### src/rtl/parse_pkg.sv
// Shared defaults, state encoding and derived widths for the rejection-sampling parser.
package parse_pkg;

  localparam int unsigned DEF_IN_W   = 64;
  localparam int unsigned DEF_COEF_W = 12;
  localparam int unsigned DEF_Q      = 3329;
  localparam int unsigned DEF_LANES  = 5;
  localparam int unsigned DEF_N_COEF = 256;

  localparam int unsigned DEF_BUF_W  = 2 * DEF_IN_W;
  localparam int unsigned DEF_CNT_W  = $clog2(DEF_BUF_W + 1);
  localparam int unsigned DEF_ACC_W  = $clog2(DEF_N_COEF + 1);

  typedef enum logic [1:0] {
    ST_IDLE = 2'd0,
    ST_RUN  = 2'd1,
    ST_DONE = 2'd2
  } state_e;

endpackage

### src/rtl/parse_lane_check.sv
// Single-lane acceptance test: a candidate survives rejection iff it is below the modulus.
module parse_lane_check
  import parse_pkg::*;
#(
  parameter int unsigned COEF_W = DEF_COEF_W,
  parameter int unsigned Q      = DEF_Q
) (
  input  logic [COEF_W-1:0] cand,
  output logic              accept
);

  assign accept = (32'(cand) < 32'(Q));

endmodule

### src/rtl/parse_sampler_stream.sv
// Rejection-sampling parser: bit gearbox, per-lane < Q check, masked beats until N_COEF accepted.
// Build option PARSE_STATS_EN adds a saturating rejected-candidate counter on rej_cnt.
module parse_sampler_stream
  import parse_pkg::*;
#(
  parameter int unsigned IN_W   = DEF_IN_W,
  parameter int unsigned COEF_W = DEF_COEF_W,
  parameter int unsigned Q      = DEF_Q,
  parameter int unsigned LANES  = DEF_LANES,
  parameter int unsigned N_COEF = DEF_N_COEF
) (
  input  logic                      clk,
  input  logic                      resetb,
  input  logic                      start,
  input  logic [IN_W-1:0]           in_data,
  input  logic                      in_valid,
  output logic                      in_ready,
  output logic [LANES*COEF_W-1:0]   out_coef,
  output logic [LANES-1:0]          out_mask,
  output logic                      out_valid,
  input  logic                      out_ready,
  output logic                      busy,
  output logic                      done,
  output logic [15:0]               rej_cnt
);

  localparam int unsigned BUF_W = 2 * IN_W;
  localparam int unsigned EXT_W = LANES * COEF_W;
  localparam int unsigned CNT_W = $clog2(BUF_W + 1);
  localparam int unsigned ACC_W = $clog2(N_COEF + 1);

  state_e             state_r;
  logic [BUF_W-1:0]   buf_r;
  logic [CNT_W-1:0]   cnt_r;
  logic [ACC_W-1:0]   acc_cnt_r;
  logic [EXT_W-1:0]   out_coef_r;
  logic [LANES-1:0]   out_mask_r;
  logic               out_valid_r;

  logic               run_s;
  logic               in_ready_s;
  logic               ld_s;
  logic               ext_s;
  logic [BUF_W-1:0]   shifted_s;
  logic [CNT_W-1:0]   pos_s;
  logic [BUF_W-1:0]   buf_next_s;
  logic [CNT_W-1:0]   cnt_next_s;
  logic [COEF_W-1:0]  cand_s [LANES];
  logic [LANES-1:0]   lane_ok_s;
  logic [LANES-1:0]   mask_s;
  logic [ACC_W-1:0]   remain_s;
  logic [ACC_W-1:0]   take_cnt_s;
  logic [ACC_W-1:0]   acc_next_s;

  for (genvar g = 0; g < LANES; g++) begin : g_lane
    assign cand_s[g] = buf_r[g*COEF_W +: COEF_W];
    parse_lane_check #(.COEF_W(COEF_W), .Q(Q)) u_check (
      .cand   (cand_s[g]),
      .accept (lane_ok_s[g])
    );
  end

  // Handshake decisions and gearbox next-state; the load lands just above the surviving bits.
  always_comb begin
    run_s      = (state_r == ST_RUN);
    in_ready_s = run_s && (cnt_r <= CNT_W'(BUF_W - IN_W));
    ld_s       = in_valid && in_ready_s;
    ext_s      = run_s && (cnt_r >= CNT_W'(EXT_W)) && (!out_valid_r || out_ready);
    shifted_s  = ext_s ? (buf_r >> EXT_W) : buf_r;
    pos_s      = ext_s ? (cnt_r - CNT_W'(EXT_W)) : cnt_r;
    if (ld_s) begin
      buf_next_s = shifted_s | ({{(BUF_W-IN_W){1'b0}}, in_data} << pos_s);
      cnt_next_s = pos_s + CNT_W'(IN_W);
    end else begin
      buf_next_s = shifted_s;
      cnt_next_s = pos_s;
    end
  end

  // Priority truncation: keep only the lowest-index accepted lanes that still fit under N_COEF.
  always_comb begin
    remain_s   = ACC_W'(N_COEF) - acc_cnt_r;
    take_cnt_s = {ACC_W{1'b0}};
    mask_s     = {LANES{1'b0}};
    for (int i = 0; i < LANES; i++) begin
      if (lane_ok_s[i] && (take_cnt_s < remain_s)) begin
        mask_s[i]  = 1'b1;
        take_cnt_s = take_cnt_s + ACC_W'(1);
      end else begin
        mask_s[i]  = 1'b0;
      end
    end
    acc_next_s = acc_cnt_r + take_cnt_s;
  end

  // Control FSM with buffer, counters and the output beat register.
  always_ff @(posedge clk or negedge resetb) begin
    if (!resetb) begin
      state_r     <= ST_IDLE;
      buf_r       <= {BUF_W{1'b0}};
      cnt_r       <= {CNT_W{1'b0}};
      acc_cnt_r   <= {ACC_W{1'b0}};
      out_coef_r  <= {EXT_W{1'b0}};
      out_mask_r  <= {LANES{1'b0}};
      out_valid_r <= 1'b0;
    end else if (start) begin
      state_r     <= ST_RUN;
      buf_r       <= {BUF_W{1'b0}};
      cnt_r       <= {CNT_W{1'b0}};
      acc_cnt_r   <= {ACC_W{1'b0}};
      out_coef_r  <= {EXT_W{1'b0}};
      out_mask_r  <= {LANES{1'b0}};
      out_valid_r <= 1'b0;
    end else begin
      case (state_r)
        ST_RUN: begin
          if (ext_s) begin
            acc_cnt_r <= acc_next_s;
            // An all-rejected beat is swallowed rather than presented downstream.
            if (mask_s != {LANES{1'b0}}) begin
              out_coef_r  <= buf_r[EXT_W-1:0];
              out_mask_r  <= mask_s;
              out_valid_r <= 1'b1;
            end else begin
              out_valid_r <= 1'b0;
            end
            if (acc_next_s == ACC_W'(N_COEF)) begin
              state_r <= ST_DONE;
              buf_r   <= {BUF_W{1'b0}};
              cnt_r   <= {CNT_W{1'b0}};
            end else begin
              buf_r   <= buf_next_s;
              cnt_r   <= cnt_next_s;
            end
          end else begin
            buf_r <= buf_next_s;
            cnt_r <= cnt_next_s;
            if (out_valid_r && out_ready) begin
              out_valid_r <= 1'b0;
            end else begin
              out_valid_r <= out_valid_r;
            end
          end
        end
        ST_IDLE, ST_DONE: begin
          if (out_valid_r && out_ready) begin
            out_valid_r <= 1'b0;
          end else begin
            out_valid_r <= out_valid_r;
          end
        end
        default: begin
          state_r     <= ST_IDLE;
          out_valid_r <= 1'b0;
        end
      endcase
    end
  end

`ifdef PARSE_STATS_EN
  localparam int unsigned LC_W = $clog2(LANES + 1);
  logic [LC_W-1:0] nrej_s;
  logic [16:0]     rej_sum_s;
  logic [15:0]     rej_cnt_r;

  // Lanes failing the modulus test; truncated-but-valid lanes are not rejections.
  always_comb begin
    nrej_s = {LC_W{1'b0}};
    for (int i = 0; i < LANES; i++) begin
      if (!lane_ok_s[i]) begin
        nrej_s = nrej_s + LC_W'(1);
      end else begin
        nrej_s = nrej_s;
      end
    end
    rej_sum_s = {1'b0, rej_cnt_r} + 17'(nrej_s);
  end

  // Saturating rejection counter, cleared per polynomial.
  always_ff @(posedge clk or negedge resetb) begin
    if (!resetb) begin
      rej_cnt_r <= 16'd0;
    end else if (start) begin
      rej_cnt_r <= 16'd0;
    end else if (ext_s) begin
      rej_cnt_r <= rej_sum_s[16] ? 16'hFFFF : rej_sum_s[15:0];
    end else begin
      rej_cnt_r <= rej_cnt_r;
    end
  end

  assign rej_cnt = rej_cnt_r;
`else
  assign rej_cnt = 16'd0;
`endif

  assign in_ready  = in_ready_s;
  assign out_coef  = out_coef_r;
  assign out_mask  = out_mask_r;
  assign out_valid = out_valid_r;
  assign busy      = (state_r == ST_RUN);
  assign done      = (state_r == ST_DONE);

endmodule
### config.mk
export PLATFORM = sky130hd
export DESIGN_NAME = parse_sampler_stream
export DESIGN_NICKNAME = d
export VERILOG_FILES = /design/src/rtl/parse_pkg.sv /design/src/rtl/parse_lane_check.sv /design/src/rtl/parse_sampler_stream.sv
export SDC_FILE = /design/constraint.sdc
export NUM_CORES = 1
export LEC_CHECK = 0
export CAP_MARGIN = 10
export CORE_MARGIN = 4
export CORE_UTILIZATION = 30
export CTS_CLUSTER_SIZE = 25
export DETAILED_ROUTE_END_ITERATION = 10
export PLACE_DENSITY = 0.6
export SKIP_CTS_REPAIR_TIMING = 1
export SLEW_MARGIN = 20
export SYNTH_ARGS = -nofsm -noshare
export SYNTH_HDL_FRONTEND = slang
export SYNTH_HIERARCHICAL = 1
export SYNTH_SLANG_ARGS = --single-unit
export TNS_END_PERCENT = 1
### constraint.sdc
create_clock -name clk -period 9.2 [get_ports clk]
set_input_delay 1.38 -clock clk [delete_from_list [all_inputs] [get_ports clk]]
set_output_delay 1.38 -clock clk [all_outputs]
set_load 0.01 [all_outputs]
==> impl_results.md, run 1 <==
- Core Rows: 81
- Sink Count: 211
- Area of the mapped netlist: 15100 sq um
- Post-synthesis area per instance: 8.85 sq um
- Combined area of the multi-input logic cells: 9230 sq um
- Crit end category: flip-flop
- Max-cap check violation count: 0
- Delay of the slowest critical-path stage: 0.46 ns
- Number of fill cells in the layout: 5110
- Post-route cell area: 18000 sq um
- P_sw: 0.00186 W
- Initial Utilization: 30.6%
- Top cell types by occurrence after synthesis: sky130_fd_sc_hd__dfrtp_1 (211), sky130_fd_sc_hd__nand2_1 (208), sky130_fd_sc_hd__mux2i_1 (202)
- Number of top-level pins: 154
- Total wirelength of the detailed-routed design: 65000 um
- Shortest clock period the worst path allows after layout: 8.94 ns
- Remaining DRCs: 0
- Largest net degree at the start of global routing: 82
- Max-Slew Margin vs Limit: 11.4%
- Proportion of netlist area held by the largest area contributor: 35.0%
- Setup WS pre-CTS: -0.129 ns
- Distinct cell type count after synthesis: 92
- PortBufs: 137
- Post-synthesis cell count: 1704
- Clock Skews: 0.0143 ns
- GR Util All Layers: 23.0%
- Buf+Inv Stages, Crit Path: 5
- Crit path required time: 9.60 ns
- Internal power consumption: 0.00230 W
- Number of enable-type register cells in the synthesized netlist: 0
- Die Area: 53900 sq um
- Syn. warnings: 6
- Number of buffers added by the clock tree synthesis step: 23
- Transition time at the pin with the least slew margin: 1.31 ns
- Area growth from synthesis to layout: 19.6%
- Post-synthesis simple-gate area fraction: 16.1%
- CTS Buffer Depth: 3
- Total placed instance area: 17000 sq um
- Drt wl/cell: 26.3 um
- Startpoint class of the critical path: flip-flop
- Count leader, synth: sky130_fd_sc_hd__dfrtp_1
- Switching share of power: 44.8%
- Clock slew seen by the registers of the worst setup and hold paths: 0.06 ns
- Vertical die dimension: 232 um
- Placer congestion estimate: 0.983
- Adder and majority gate portion of the synthesized area: 1.71%
- Compound-Gate Fraction of Synth Area: 23.6%
- CORE AREA: 49300 sq um
- Delay-heaviest family, CP: compound AO/OA/AOI/OAI gates
- Final core utilization: 36.6%
- Register area: 5280 sq um
- Max FO, Critical Path: 9
- Async set or reset register ratio after synthesis: 100%
- Most used flip-flop cell after synthesis: sky130_fd_sc_hd__dfrtp_1
- Count of routing violations after the opening detailed-route iteration: 1725
- DIE WIDTH: 232 um
- Final antenna diode count: 0
- Worst IR drop on VDD: 0.000106 V
- Leading area contributor after synthesis: sky130_fd_sc_hd__dfrtp_1
- Number of antenna-violating nets in the routed design: 0
- Post-synthesis xor/xnor area fraction: 1.45%
- Final Slew Violations: 0
- Result of the run: finished, final reports clean
- Data arrival time at the worst-slack endpoint: 9.34 ns
- Number of nets in the layout: 1878
- First-pass GRT wire length: 95400 um
- Portion of total power attributed to combinational logic: 48.5%
- Tightest Hold Check Type: flip-flop to flip-flop
- Crit share post-route: 97.2%
- Share of power burned in registers: 28.9%
- Critical path's most frequent cell: sky130_fd_sc_hd__ha_1
- Largest family of logic cells by synthesized area: compound AO/OA/AOI/OAI gates
- Portion of netlist area occupied by mux cells: 16.6%
- Cell Pwr Density: 231 nW/um^2
- Proportion of layout cells with a drive suffix above 1: 10.6%
- Final Hold Viols: 0
- Maximum level of the CTS H-tree: 1
- Post-DP HPWL: 47000 um
- Total congestion overflow: 0
- Clock tree from TritonCTS: built
- P_leak: 7.67 nW
- Critical path start-end classification: flip-flop to flip-flop
- Final worst slack: 0.261 ns
- Cells taking the most area after synthesis: sky130_fd_sc_hd__dfrtp_1 (35%), sky130_fd_sc_hd__mux2i_1 (13%), sky130_fd_sc_hd__nand2_1 (5.2%)
- Detailed Routing Iterations Pass 1: 6
- Slowest library cell on the worst path: sky130_fd_sc_hd__dfrtp_2
- Via count: 14760
- Insertion delay of the later-clocked pin in the worst-skew pair: 0.53 ns
- Clock Tree Root: sky130_fd_sc_hd__clkbuf_16
- Vias in the first global route: 14056
- Clock power frac: 22.6%
- Number of vias per cell after detailed routing: 5.98
- Flops & latches, synth: 211
- Post-synthesis sequential area ratio: 35.0%
- Final setup violation count: 0
- Max Freq: 0.112 GHz
- Number of antenna violations at the first check in global routing: 0
==> final timing paths <==
kind                                          start                       end  slack, ns  cells after the start
setup / recovery           acc_cnt_r[1]$_DFFE_PN0P_     buf_r[58]$_DFFE_PN0P_       0.26                     36
hold / removal               buf_r[108]$_DFFE_PN0P_    buf_r[108]$_DFFE_PN0P_       0.48                      1
setup reg to reg           acc_cnt_r[1]$_DFFE_PN0P_     buf_r[58]$_DFFE_PN0P_       0.26                     36
hold reg to reg              buf_r[108]$_DFFE_PN0P_    buf_r[108]$_DFFE_PN0P_       0.48                      1
max in group asynchronous                    resetb  out_coef[49]$_DFFE_PN0P_       6.17                      3
min in group asynchronous                    resetb   out_mask[0]$_DFFE_PN0P_       0.83                      1
==> registers in the layout, indices dropped and copies added (netlist names) <==
signal and count:
out_mask 5, acc_cnt_r 9, buf_r 128, state_r 2, out_valid 1, cnt_r 6
out_coef 60
==> cells in the final DEF (no fill, tap or decap), types with 7 or more instances in the layout <==
master                            Yosys  final
sky130_fd_sc_hd__dfrtp_1            211    209
sky130_fd_sc_hd__nand2_1            208    208
sky130_fd_sc_hd__mux2i_1            202    202
sky130_fd_sc_hd__nor2_1             182    176
sky130_fd_sc_hd__clkdlybuf4s50_1      0    135
sky130_fd_sc_hd__o21ai_0            100     98
sky130_fd_sc_hd__a21oi_1             80     79
sky130_fd_sc_hd__buf_4               21     52
sky130_fd_sc_hd__a22oi_1             44     43
sky130_fd_sc_hd__nand3_1             40     40
sky130_fd_sc_hd__clkbuf_16            0     25
sky130_fd_sc_hd__a221o_1             24     24
sky130_fd_sc_hd__o21ai_1             21     22
sky130_fd_sc_hd__a31oi_1             22     22
sky130_fd_sc_hd__mux2_2              21     22
sky130_fd_sc_hd__nor3_1              21     21
sky130_fd_sc_hd__inv_1               20     20
sky130_fd_sc_hd__a21o_1              20     20
sky130_fd_sc_hd__o211ai_1            18     18
sky130_fd_sc_hd__conb_1               1     18
sky130_fd_sc_hd__a211oi_1            18     17
sky130_fd_sc_hd__ha_1                19     17
sky130_fd_sc_hd__nand4_1             15     15
sky130_fd_sc_hd__o22ai_1             14     14
sky130_fd_sc_hd__a32oi_1             12     12
sky130_fd_sc_hd__a221oi_1            12     12
sky130_fd_sc_hd__a22o_1              12     12
sky130_fd_sc_hd__o31ai_1             11     11
sky130_fd_sc_hd__o21a_1              10     10
sky130_fd_sc_hd__mux4_2              10     10
sky130_fd_sc_hd__a211o_1              9      9
sky130_fd_sc_hd__nor4_1               9      9
sky130_fd_sc_hd__a2bb2oi_1            9      9
sky130_fd_sc_hd__a32o_1               9      9
sky130_fd_sc_hd__xnor2_1             10      8
sky130_fd_sc_hd__and2_1               8      8
sky130_fd_sc_hd__o22a_1               7      7
sky130_fd_sc_hd__o311ai_0             7      7
sky130_fd_sc_hd__o221ai_1             7      7
sky130_fd_sc_hd__clkbuf_1            70      7
==> final cells by class <==
class / instances / area share [%]
multi-input cells: 1337 / 51.2
flip-flops and latches: 211 / 29.3
repair buffers: 193 / 10.3
well taps: 664 / 4.61
clock buffers: 33 / 3.57
clock inverters: 8 / 0.500
inverters: 23 / 0.479
==> logic make-up after synthesis <==
kind of cell | after synthesis
flops | 211
fa+ha+maj | 20
other cells | 1
xor+xnor | 20
simple gates | 537
mux | 234
compound gates | 507
buf+inv | 174
==> through the flow <==
stage | setup TNS [ns] | total power (W) | cells | hold slack (ns)
after floorplan | 0 | 0.00236 | 1721 | 0.443
after global placement | 0 | 0.00313 | 2414 | 0.461
after detailed placement | -0.834 | 0.00314 | 2414 | 0.468
after CTS | -2.04 | 0.00409 | 2455 | 0.482
after global routing | -4.05 | 0.00433 | 2469 | 0.490
final | 0 | 0.00416 | 2469 | 0.479
==> power by group through the flow <==
stage | combinational (W) | sequential [W] | clock, W
finish | 0.00202 | 0.00120 | 0.000940
global route | 0.00212 | 0.00122 | 0.000990
CTS | 0.00193 | 0.00120 | 0.000955
detailed placement | 0.00192 | 0.00122 | 0
global placement | 0.00192 | 0.00122 | 0
floorplan | 0.00119 | 0.00117 | 0
==> layer usage <==
layer | GRT usage [%] | vias up | wire length (um)
li1 | - | 6501 | -
met1 | 33.0 | 7355 | 28200
met2 | 35.6 | 787 | 29200
met5 | 0 | - | 0
met4 | 6.71 | 0 | 2130
met3 | 3.86 | 117 | 5450
No activity file was read; power rests on OpenSTA's default activity.
==> run 2, diff against run 1 <==
- CTS_BUF_LIST: unset -> sky130_fd_sc_hd__clkbuf_2
- MAX_ROUTING_LAYER: unset -> met4
==> run 2 against run 1 <==
First-iteration DRC count shrank 7.6%. Register-to-register slack gained 0.09 ns. Clock skew grew 0.028 ns. Critical path depth shrank 3. Largest cell class unchanged.
==> impl_results.md, run 2 (synthesized netlist as in run 1, its figures left out) <==
- Number of buffers added by the clock tree synthesis step: 53 (+130%)
- Cell Pwr Density: 220 nW/um^2 (-4.6%)
- Buf+Inv Stages, Crit Path: 3 (-2)
- Number of vias per cell after detailed routing: 5.90 (-1.2%)
- Slowest library cell on the worst path: sky130_fd_sc_hd__dfrtp_1
- Total wirelength of the detailed-routed design: 63500 um (-2.2%)
- Number of nets in the layout: 1902 (+1.3%)
- Transition time at the pin with the least slew margin: 1.23 ns (-0.0815 ns)
- GR Util All Layers: 23.5% (+0.49 points)
- Share of power burned in registers: 30.9% (+2.0 points)
- PortBufs: 137 (unchanged)
- Clock Tree Root: sky130_fd_sc_hd__clkbuf_2
- Number of top-level pins: 154 (unchanged)
- Final Hold Viols: 0 (unchanged)
- Core Rows: 81 (unchanged)
- Proportion of layout cells with a drive suffix above 1: 12.0% (+1.5 points)
- Vertical die dimension: 232 um (unchanged)
- Count of placed standard cells in the final layout, fillers left out: 2516 (+1.9%)
- Critical path start-end classification: flip-flop to flip-flop
- Remaining DRCs: 0 (unchanged)
- DIE WIDTH: 232 um (unchanged)
- Portion of total power attributed to combinational logic: 51.4% (+2.9 points)
- Die Area: 53900 sq um (unchanged)
- Startpoint class of the critical path: flip-flop
- Shortest clock period the worst path allows after layout: 8.85 ns (-0.0915 ns)
- Insertion delay of the later-clocked pin in the worst-skew pair: 0.93 ns (+0.40 ns)
- Final total power: 0.00388 W (-6.7%)
- Final Slew Violations: 0 (unchanged)
- CORE AREA: 49300 sq um (unchanged)
- Initial Utilization: 30.6% (unchanged)
- Cells after DPL: 2418 (+0.17%)
- Most common cell after layout, fill and taps aside: sky130_fd_sc_hd__dfrtp_1
- P_leak: 7.62 nW (-0.68%)
- Detailed Routing Iterations Pass 1: 7 (+1)
- Switching share of power: 48.2% (+3.4 points)
- Data arrival time at the worst-slack endpoint: 9.61 ns (+0.27 ns)
- First-pass GRT wire length: 94900 um (-0.56%)
- Count of routing violations after the opening detailed-route iteration: 1594 (-7.6%)
- Maximum level of the CTS H-tree: 2 (+1)
- Worst IR drop on VDD: 0.000148 V (+40%)
- Number of fill cells in the layout: 5132 (+0.43%)
- Register with the most flip-flops: buf_r
- Max Freq: 0.113 GHz (+1.0%)
- Via count: 14853 (+0.63%)
- Delay of the slowest critical-path stage: 0.53 ns (+0.07 ns)
- Number of antenna-violating nets in the routed design: 0 (unchanged)
- Vias in the first global route: 14331 (+2.0%)
- Largest net degree at the start of global routing: 85 (+3.7%)
- Total congestion overflow: 0 (unchanged)
- Max-Slew Margin vs Limit: 17.8% (+6.4 points)
- Commonest cells after routing, fill and taps aside: sky130_fd_sc_hd__dfrtp_1 (209), sky130_fd_sc_hd__nand2_1 (208), sky130_fd_sc_hd__mux2i_1 (202)
- Area growth from synthesis to layout: 17.0%
- Tightest Hold Check Type: input pin to asynchronous set/reset pin
- Clock slew seen by the registers of the worst setup and hold paths: 0.11 ns (+0.05 ns)
- Number of antenna violations at the first check in global routing: 2 (+2)
- Total negative setup slack: 0 ns (unchanged)
- Clock power frac: 17.7% (-4.9 points)
- Crit end category: flip-flop
- Result of the run: finished, final reports clean
- Post-DP HPWL: 46600 um (-0.81%)
- Register area: 5280 sq um (unchanged)
- P_sw: 0.00187 W (+0.32%)
- Critical path's most frequent cell: sky130_fd_sc_hd__ha_1
- Delay-heaviest family, CP: compound AO/OA/AOI/OAI gates
- Number of flip-flops under the largest register name: 128 (unchanged)
- Fin Hold WS: 0.415 ns (-0.0637 ns)
- Drt wl/cell: 25.3 um (-4.1%)
- Combined area of the multi-input logic cells: 9170 sq um (-0.73%)
- Max-cap check violation count: 0 (unchanged)
- Clock tree from TritonCTS: built
- CTS Buffer Depth: 3 (unchanged)
- Placer congestion estimate: 1.01 (+3.3%)
- Final setup violation count: 0 (unchanged)
- Internal power consumption: 0.00201 W (-12%)
- Sink Count: 211 (unchanged)
- Clock Skews: 0.0423 ns (+0.0280 ns)
- Crit share post-route: 96.2% (-0.99 points)
- Max FO, Critical Path: 14 (+5)
- Crit path required time: 9.96 ns (+0.36 ns)
## run 2: layout make-up
| cell class | count | area share, % |
|---|---|---|
| Antenna cell | 1 | 0.0142 |
| Timing Repair Buffer | 188 | 9.96 |
| Tap cell | 664 | 4.71 |
| Multi-Input combinational cell | 1336 | 52.0 |
| Sequential cell | 211 | 30.0 |
| Clock buffer | 72 | 2.04 |
| Inverter | 23 | 0.490 |
| Clock inverter | 21 | 0.830 |
## run 2: per-stage QoR
stage	utilization [%]	cell area (sq um)	setup slack [ns]
floorplan	-	15100	0.796
global placement	34.6	17000	0.243
detailed placement	34.6	17000	-0.128
CTS	35.6	17500	-0.214
global route	35.8	17600	-0.0555
finish	35.8	17600	0.352
## run 2: power groups by stage
stage               clock network, W  registers, W  logic, W
finish                      0.000687       0.00120   0.00199
global route                0.000757       0.00122   0.00208
CTS                         0.000706       0.00120   0.00193
detailed placement                 0       0.00122   0.00193
global placement                   0       0.00122   0.00191
floorplan                          0       0.00117   0.00119
## run 2: worst reg2reg max path: cells and delay by family, from the launching register on
| family | cells | cell delay [ns] |
|---|---|---|
| xor gates and xnor gates | 1 | 0.18 |
| AOI/OAI and AO/OA | 13 | 2.79 |
| DFF | 1 | 0.53 |
| muxes | 2 | 0.81 |
| and+or+nand+nor | 9 | 2.37 |
| adders and majority gates | 5 | 1.49 |
| buffers and inverters | 3 | 0.53 |
## run 2: worst paths after layout
path	startpoint	to	slack [ns]	cells past startpoint
setup / recovery	acc_cnt_r[5]$_DFFE_PN0P_	buf_r[66]$_DFFE_PN0P_	0.35	33
hold / removal	resetb	acc_cnt_r[1]$_DFFE_PN0P_	0.42	1
setup reg to reg	acc_cnt_r[5]$_DFFE_PN0P_	buf_r[66]$_DFFE_PN0P_	0.35	33
hold reg to reg	buf_r[97]$_DFFE_PN0P_	buf_r[97]$_DFFE_PN0P_	0.49	2
max in group asynchronous	resetb	buf_r[108]$_DFFE_PN0P_	6.40	3
min in group clk	buf_r[97]$_DFFE_PN0P_	buf_r[97]$_DFFE_PN0P_	0.49	2
## run 2: metal layers
| layer | global-route usage (%) | part of all wire [%] | vias to the layer above |
|---|---|---|---|
| met2 | 35.6 | 44 | 792 |
| met1 | 33.1 | 45 | 7367 |
| met4 | 6.03 | 3.0 | 0 |
| met5 | - | 0 | - |
| met3 | 3.16 | 7.8 | 118 |
| li1 | - | - | 6576 |
==> run 3, diff against run 2 <==
- CORE_MARGIN: 4 -> 2
==> run 3 against run 2 <==
Non-clock buffer count shrank 4. Sequential share of layout area grew 0.078 points. Global-route usage is 1.2 points higher.
==> impl_results.md, run 3 (synthesized netlist as in run 1, its figures left out) <==
- Result of the run: finished, final reports clean
- Transition time at the pin with the least slew margin: 1.17 ns (-0.0606 ns)
- Delay of the slowest critical-path stage: 0.53 ns (about the same)
- Total congestion overflow: 0 (unchanged)
- Detailed Routing Iterations Pass 1: 5 (-2)
- Commonest cells after routing, fill and taps aside: sky130_fd_sc_hd__dfrtp_1 (210), sky130_fd_sc_hd__nand2_1 (208), sky130_fd_sc_hd__mux2i_1 (202)
- Final core utilization: 35.3% (-0.54 points)
- Vertical die dimension: 228 um (-1.7%)
- Shortest clock period the worst path allows after layout: 8.82 ns (-0.0243 ns)
- PortBufs: 137 (unchanged)
- Die Area: 52100 sq um (-3.4%)
- Switching share of power: 49.1% (+0.94 points)
- Slowest library cell on the worst path: sky130_fd_sc_hd__dfrtp_1
- First-pass GRT wire length: 95800 um (+0.95%)
- Portion of total power attributed to combinational logic: 52.6% (+1.2 points)
- Sink Count: 211 (unchanged)
- P_sw: 0.00188 W (+0.57%)
- Remaining DRCs: 0 (unchanged)
- Unrepaired setup endpoints after global routing: true
- Post-DP HPWL: 46800 um (+0.34%)
- Tightest Hold Check Type: input pin to asynchronous set/reset pin
- Placer congestion estimate: 0.992 (-2.3%)
- Critical path's most frequent cell: sky130_fd_sc_hd__ha_1
- CORE AREA: 49900 sq um (+1.2%)
- Initial Utilization: 30.2% (-0.37 points)
- Length in cells of the worst reg-to-reg path: 33 (unchanged)
- Area growth from synthesis to layout: 16.6%
- CTS Buffer Depth: 3 (unchanged)
- Most common cell after layout, fill and taps aside: sky130_fd_sc_hd__dfrtp_1
- Data arrival time at the worst-slack endpoint: 9.58 ns (-0.03 ns)
- Max Freq: 0.113 GHz (+0.27%)
- Vias in the first global route: 14183 (-1.0%)
- Insertion delay of the later-clocked pin in the worst-skew pair: 0.98 ns (+0.05 ns)
- Max FO, Critical Path: 22 (+8)
- Total placed instance area: 17100 sq um (+0.10%)
- Beginning of the critical path: acc_cnt_r[7]$_DFFE_PN0P_
- Via count: 14845 (-0.054%)
- Count of routing violations after the opening detailed-route iteration: 1697 (+6.5%)
- Final Hold Viols: 0 (unchanged)
- Maximum level of the CTS H-tree: 2 (unchanged)
- Crit end category: flip-flop
- Share of power burned in registers: 31.4% (+0.5 points)
- Worst IR drop on VDD: 0.000111 V (-25%)
- Reg-to-reg slack, setup: 0.38 ns (+0.02 ns)
- Number of nets in the layout: 1899 (-0.16%)
- Internal power consumption: 0.00195 W (-3.1%)
- GR Util All Layers: 24.7% (+1.2 points)
- Clock slew seen by the registers of the worst setup and hold paths: 0.12 ns (about the same)
- RR Startpoint: acc_cnt_r[7]$_DFFE_PN0P_
- Clock power frac: 16.0% (-1.7 points)
- Final Slew Violations: 0 (unchanged)
- Number of antenna-violating nets in the routed design: 0 (unchanged)
- Post-route cell area: 17600 sq um (-0.28%)
- Clock Skews: 0.124 ns (+0.0817 ns)
- Number of antenna violations at the first check in global routing: 1 (-1)
- Number of flip-flops under the largest register name: 128 (unchanged)
- Crit share post-route: 95.9% (-0.26 points)
- Max-Slew Margin vs Limit: 19.6% (+1.8 points)
- Largest net degree at the start of global routing: 90 (+5.9%)
- Total wirelength of the detailed-routed design: 64000 um (+0.78%)
- Crit path required time: 9.96 ns (about the same)
- Startpoint class of the critical path: flip-flop
- Number of buffers added by the clock tree synthesis step: 54 (+1.9%)
- Number of fill cells in the layout: 5190 (+1.1%)
- P_leak: 7.58 nW (-0.51%)
- Max-cap check violation count: 0 (unchanged)
- DIE WIDTH: 228 um (-1.7%)
- Proportion of layout cells with a drive suffix above 1: 11.7% (-0.35 points)
- Critical path start-end classification: flip-flop to flip-flop
- Cell Pwr Density: 218 nW/um^2 (-1.1%)
- Clock tree from TritonCTS: built
- Core Rows: 82 (+1.2%)
- Final worst slack: 0.377 ns (+0.0243 ns)
- Clock Tree Root: sky130_fd_sc_hd__clkbuf_2
- Number of top-level pins: 154 (unchanged)
- Register with the most flip-flops: buf_r
- Setup WS pre-CTS: 0.0632 ns (+0.191 ns)
- Final setup violation count: 0 (unchanged)
- Drt wl/cell: 25.5 um (+0.98%)
- Number of vias per cell after detailed routing: 5.91 (+0.15%)
[run 3: final timing paths]
check	end
worst max-delay path	buf_r[59]$_DFFE_PN0P_
worst min-delay path	acc_cnt_r[1]$_DFFE_PN0P_
worst max register to register	buf_r[59]$_DFFE_PN0P_
worst min register to register	buf_r[105]$_DFFE_PN0P_
max in group asynchronous	out_coef[39]$_DFFE_PN0P_
min in group clk	buf_r[105]$_DFFE_PN0P_
[run 3: worst max-delay path, delay by kind of cell (launching register included)]
family | cells | cell delay, ns
flops | 1 | 0.53
simple gates | 10 | 2.62
xor+xnor | 2 | 0.38
compound gates | 13 | 2.88
buf+inv | 2 | 0.22
fa+ha+maj | 5 | 1.63
mux | 1 | 0.39
[run 3: power by group through the flow]
stage / logic (W) / clock network (W) / registers (W)
floorplan: 0.00119 / 0 / 0.00117
global placement: 0.00193 / 0 / 0.00122
detailed placement: 0.00194 / 0 / 0.00122
CTS: 0.00195 / 0.000629 / 0.00120
global route: 0.00211 / 0.000669 / 0.00122
finish: 0.00201 / 0.000613 / 0.00120
[run 3: per-stage QoR]
step | total power [W] | setup TNS, ns | hold WS, ns | std cells
after global routing | 0.00400 | -2.18 | 0.466 | 2511
after detailed placement | 0.00316 | 0 | 0.467 | 2422
final | 0.00383 | 0 | 0.463 | 2511
after floorplan | 0.00236 | 0 | 0.443 | 1721
after CTS | 0.00378 | -0.0497 | 0.444 | 2506
after global placement | 0.00315 | 0 | 0.462 | 2421
[run 3: cell type report]
class | count | area [sq um] | area share [%]
clock inverter | 16 | 81.3 | 0.463
clock buffer | 68 | 340 | 1.94
antenna | 1 | 2.50 | 0.0142
inverter | 23 | 86.3 | 0.491
multi-input combinational | 1336 | 9180 | 52.2
timing repair buffer | 184 | 1770 | 10.0
tap | 672 | 841 | 4.78
sequential | 211 | 5280 | 30.0
[run 3: metal layers]
layer | vias up | track usage [%] | part of all wire (%)
met5 | - | - | 0
met4 | 0 | 10.0 | 4.2
met2 | 793 | 35.9 | 44
met1 | 7376 | 33.6 | 44
li1 | 6525 | - | -
met3 | 151 | 4.65 | 8.4
